File: src/rtl/jk_pkg.sv
// jk_pkg: shared mode encodings for the JK register bank
package jk_pkg;
  typedef enum logic [1:0] {
    MODE_JK = 2'b00,
    MODE_SR = 2'b01,
    MODE_D  = 2'b10,
    MODE_T  = 2'b11
  } mode_e;
endpackage

File: src/rtl/jk_cell.sv
// jk_cell: next-state and SR-conflict detection for one flip-flop channel
import jk_pkg::*;
module jk_cell (
  input  mode_e mode_i,
  input  logic  j_i,
  input  logic  k_i,
  input  logic  q_i,
  output logic  next_q_o,
  output logic  illegal_hit_o
);
  // J=K=1 toggles in JK mode but holds (and flags) in SR mode; D and T ignore K
  always_comb begin
    illegal_hit_o = (mode_i == MODE_SR) && j_i && k_i;
    next_q_o = (mode_i == MODE_D) ? j_i :
               (mode_i == MODE_T) ? (q_i ^ j_i) :
               (j_i && k_i) ? ((mode_i == MODE_JK) ? ~q_i : q_i) :
               j_i ? 1'b1 :
               k_i ? 1'b0 : q_i;
  end
endmodule

File: src/rtl/jk_reg_bank.sv
// jk_reg_bank: WIDTH-channel JK/SR/D/T register bank with load, change strobes and sticky SR-conflict flags
import jk_pkg::*;
module jk_reg_bank #(
  parameter int unsigned WIDTH = 8,
  parameter logic [WIDTH-1:0] RESET_VAL = '0
) (
  input  logic             Clk,
  input  logic             Clear,
  input  logic             Enable,
  input  logic [1:0]       Mode,
  input  logic [WIDTH-1:0] J,
  input  logic [WIDTH-1:0] K,
  input  logic             Load,
  input  logic [WIDTH-1:0] LoadData,
  input  logic             ErrClr,
  output logic [WIDTH-1:0] Q,
  output logic [WIDTH-1:0] Qbar,
  output logic [WIDTH-1:0] Changed,
  output logic [WIDTH-1:0] Illegal
);
  logic [WIDTH-1:0] q_q, changed_q, illegal_q;
  logic [WIDTH-1:0] q_d, illegal_d, cell_next, cell_hit;

  for (genvar g = 0; g < WIDTH; g++) begin : g_cell
    jk_cell u_cell (
      .mode_i       (mode_e'(Mode)),
      .j_i          (J[g]),
      .k_i          (K[g]),
      .q_i          (q_q[g]),
      .next_q_o     (cell_next[g]),
      .illegal_hit_o(cell_hit[g])
    );
  end

  // Load beats the per-channel update; a new SR conflict beats ErrClr
  always_comb begin
    q_d       = Load ? LoadData : (Enable ? cell_next : q_q);
    illegal_d = (ErrClr ? '0 : illegal_q) | ((Enable && !Load) ? cell_hit : '0);
  end

  // Clear overrides everything; Changed marks bits whose value moves at this edge
  always_ff @(posedge Clk) begin
    if (!Clear) begin
      q_q       <= RESET_VAL;
      changed_q <= '0;
      illegal_q <= '0;
    end else begin
      q_q       <= q_d;
      changed_q <= q_d ^ q_q;
      illegal_q <= illegal_d;
    end
  end

  assign Q       = q_q;
  assign Qbar    = ~q_q;
  assign Changed = changed_q;
  assign Illegal = illegal_q;
endmodule

File: config.mk
export PLATFORM = sky130hd
export DESIGN_NAME = jk_reg_bank
export DESIGN_NICKNAME = d
export VERILOG_FILES = /design/src/rtl/jk_pkg.sv /design/src/rtl/jk_cell.sv /design/src/rtl/jk_reg_bank.sv
export SDC_FILE = /design/constraint.sdc
export NUM_CORES = 1
export LEC_CHECK = 0
export CAP_MARGIN = 20
export CORE_ASPECT_RATIO = 0.75
export CORE_MARGIN = 1
export CORE_UTILIZATION = 47
export CTS_CLUSTER_DIAMETER = 40
export DETAILED_ROUTE_END_ITERATION = 8
export GPL_ROUTABILITY_DRIVEN = 1
export HOLD_SLACK_MARGIN = 0.08
export PLACE_DENSITY_LB_ADDON = 0.05
export SYNTH_ARGS = -nofsm -noshare
export SYNTH_HDL_FRONTEND = slang
export SYNTH_SLANG_ARGS = --single-unit
File: constraint.sdc
create_clock -name Clk -period 2.73 [get_ports Clk]
set_clock_uncertainty 0.2 [all_clocks]
set_input_delay 0.546 -clock Clk [delete_from_list [all_inputs] [get_ports Clk]]
set_output_delay 0.546 -clock Clk [all_outputs]
set_load 0.1 [all_outputs]
==> reports/qor.yml <==
status: "finished clean"
nFillCells: 293
synth_nets: 252
dp.cells: 306
drive_above_1_share_pct: 19.0
nets: 302
yosysSeqAreaShare_pct: 29.3
dieArea_um2: 3740
ant_nets: 0
cts_tree: "built"
synth_seq_cells: 24
final.setup.tns_ps: 0
coreArea_um2: 3310
grt_util_met2_pct: 34.8
initial_core_util_pct: 49.6
crit_type: "input port to flip-flop"
min_to: "Illegal[3]"
met1_usage_pct: 30.5
drt_iter0_drc: 128
diodes: 0
dp_hpwl_um: 2980
cp.required_ps: 2740
cts_hold_buf: 0
worst_r2r_endpoint: "Changed[7]"
hold_viol: 0
cp_max_fo: 9
synth_cells: 221
grt_most_used_layer: "met2"
clock_sinks: 24
multi_input_area_um2: 955
min-delay-start: "Illegal[3]"
clockBufferDepth: 2
reg2reg_slack_ps: 1190
p_leak_uw: 0.000885
vias: 1673
fin_cells: 309
dieWidth_um: 70.2
path_clk_slew_ps: 80
overflow: 0
ir_drop_mv: 0.314
grt_pass1_vias: 1354
maxSlewHeadroom_pct: 66.2
cts-resized-gates: 0
drv_slew: 0
wl_per_cell_um: 13.0
ys_types: 34
grtUsageTotal_pct: 21.7
drc: 0
period_needed_ps: 2130
holdPathStages: 2
ys_warn_count: 0
tritoncts.num_buffers: 3
setup-violations-final: 0
syn_to_final_growth_pct: 33.2
fmax_mhz: 470
p_per_area_nw_per_um2: 489
grt_first_pass_wirelength_um: 6340
io_buffers: 62
gp_congestion: 0.814
cts_setup_buffers: 0
vias_per_cell: 5.41
syn_area_um2: 1640
reg2reg_depth: 5
rr_startpoint: "Q[7]"
worst_pin_slew_ps: 494
maxCapViolCount: 0
routed_wl_um: 4010
insertion_delay_ps: 270
ios: 63
post-route-period-util_pct: 78.0
grt_max_degree: 22
antenna_found_initial: 0
syn_area_per_cell_um2: 7.43
first_pass_iters: 4
htreeDepth: 1
num_rows: 18
rsz0062_at_grt: "false"
hold_path.class: "flip-flop to flip-flop"
regArea_um2: 480
die_h_um: 53.2
crit_arrival_ps: 2140
endpoint_kind: "flip-flop"
cts_root_buf: "clkbuf_8"
worstSetupStartpointType: "input port"
met3_usage_pct: 4.95
[stage by stage]
step	hold WS, ps	setup WS (ps)	power (µW)	area (µm²)	utilization, %
4_1_cts	296	601	1070	2190	66.1
3_3_place_gp	271	350	861	2150	64.8
6_report	291	601	1070	2190	66.1
2_1_floorplan	299	743	749	1640	-
3_5_place_dp	275	318	862	2150	64.8
5_1_grt	319	495	1110	2190	66.1
[state kept, by name (all words and copies together), names as in the netlist]
name and count:
Changed 8, Q 8, Illegal 8
[synth_stat cells, drive strengths merged]
cell | instances | area share (%)
and2 | 1 | 0.38
nor2b | 5 | 1.9
mux2i | 5 | 3.0
nand3b | 2 | 0.91
dfxtp | 24 | 29
a21oi | 23 | 7.0
o21ai | 20 | 6.6
a211oi | 2 | 1.2
clkbuf | 8 | 1.8
a2111oi | 2 | 1.1
buf | 19 | 8.0
a21boi | 2 | 0.91
nand4 | 1 | 0.38
nand2 | 24 | 5.5
a22o | 2 | 1.1
o2111ai | 2 | 1.1
o221ai | 1 | 0.53
o311ai | 3 | 3.0
nand2b | 13 | 5.0
nor3 | 1 | 0.30
a22oi | 4 | 1.8
inv | 12 | 2.7
a32oi | 8 | 4.3
nor2 | 16 | 3.7
a221o | 2 | 1.2
nand3 | 10 | 3.0
o22ai | 3 | 1.1
xnor2 | 2 | 1.1
xor2 | 4 | 2.1
[cell families after synthesis]
| kind of cell | share of synthesized area (%) |
|---|---|
| compound gates | 30.9 |
| simple gates | 21.0 |
| buf+inv | 12.6 |
| flops | 29.3 |
| xor+xnor | 3.20 |
| mux | 3.05 |
[cell type report]
type / count / share of cell area [%]
inverters: 12 / 2.06
flip-flops and latches: 24 / 22.0
well taps: 40 / 2.29
repair buffers: 72 / 28.1
clock buffers: 3 / 1.89
multi-input cells: 158 / 43.6
[cell usage in the layout, fill, tap and decap left out, types with 3 or more instances in the layout]
cell / count
buf_4: 42
clkdlybuf4s50_1: 30
dfxtp_1: 24
nand2_1: 24
a21oi_1: 23
nor2_1: 16
nand2b_1: 13
inv_1: 12
nand3_1: 10
o21ai_0: 10
o21ai_1: 8
a32oi_1: 8
nor2b_1: 5
mux2i_1: 5
xor2_1: 4
a22oi_1: 4
o22ai_1: 3
o311ai_2: 3
clkbuf_8: 3
[how the worst max path moves through the flow]
stage                  from          to  slack, ps  depth (start not counted)
detailed placement  Mode[1]        Q[7]        320                          6
CTS                 Mode[1]        Q[7]        600                          6
global placement    Mode[1]        Q[7]        350                          6
finish              Mode[1]        Q[7]        600                          6
floorplan              Q[5]        Q[5]        740                          5
global route        Mode[1]  Changed[7]        490                          6
[worst max-delay path, stage by stage]
cell,delay [ps]
clkdlybuf4s50_1,630
buf_4,220
nor2b_1,50
a22o_1,220
a221o_1,330
a21oi_1,130
[metal layers]
layer	up-vias	routed length, µm
met1	746	1950
met5	-	0
li1	869	-
met2	56	1750
met4	0	12
met3	2	289
[power by group]
part | switching (µW) | internal (µW)
clock network | 115 | 99.0
logic | 325 | 138
registers | 21.2 | 371
total | 461 | 607
Note: power is estimated with default switching activity, not from simulation.
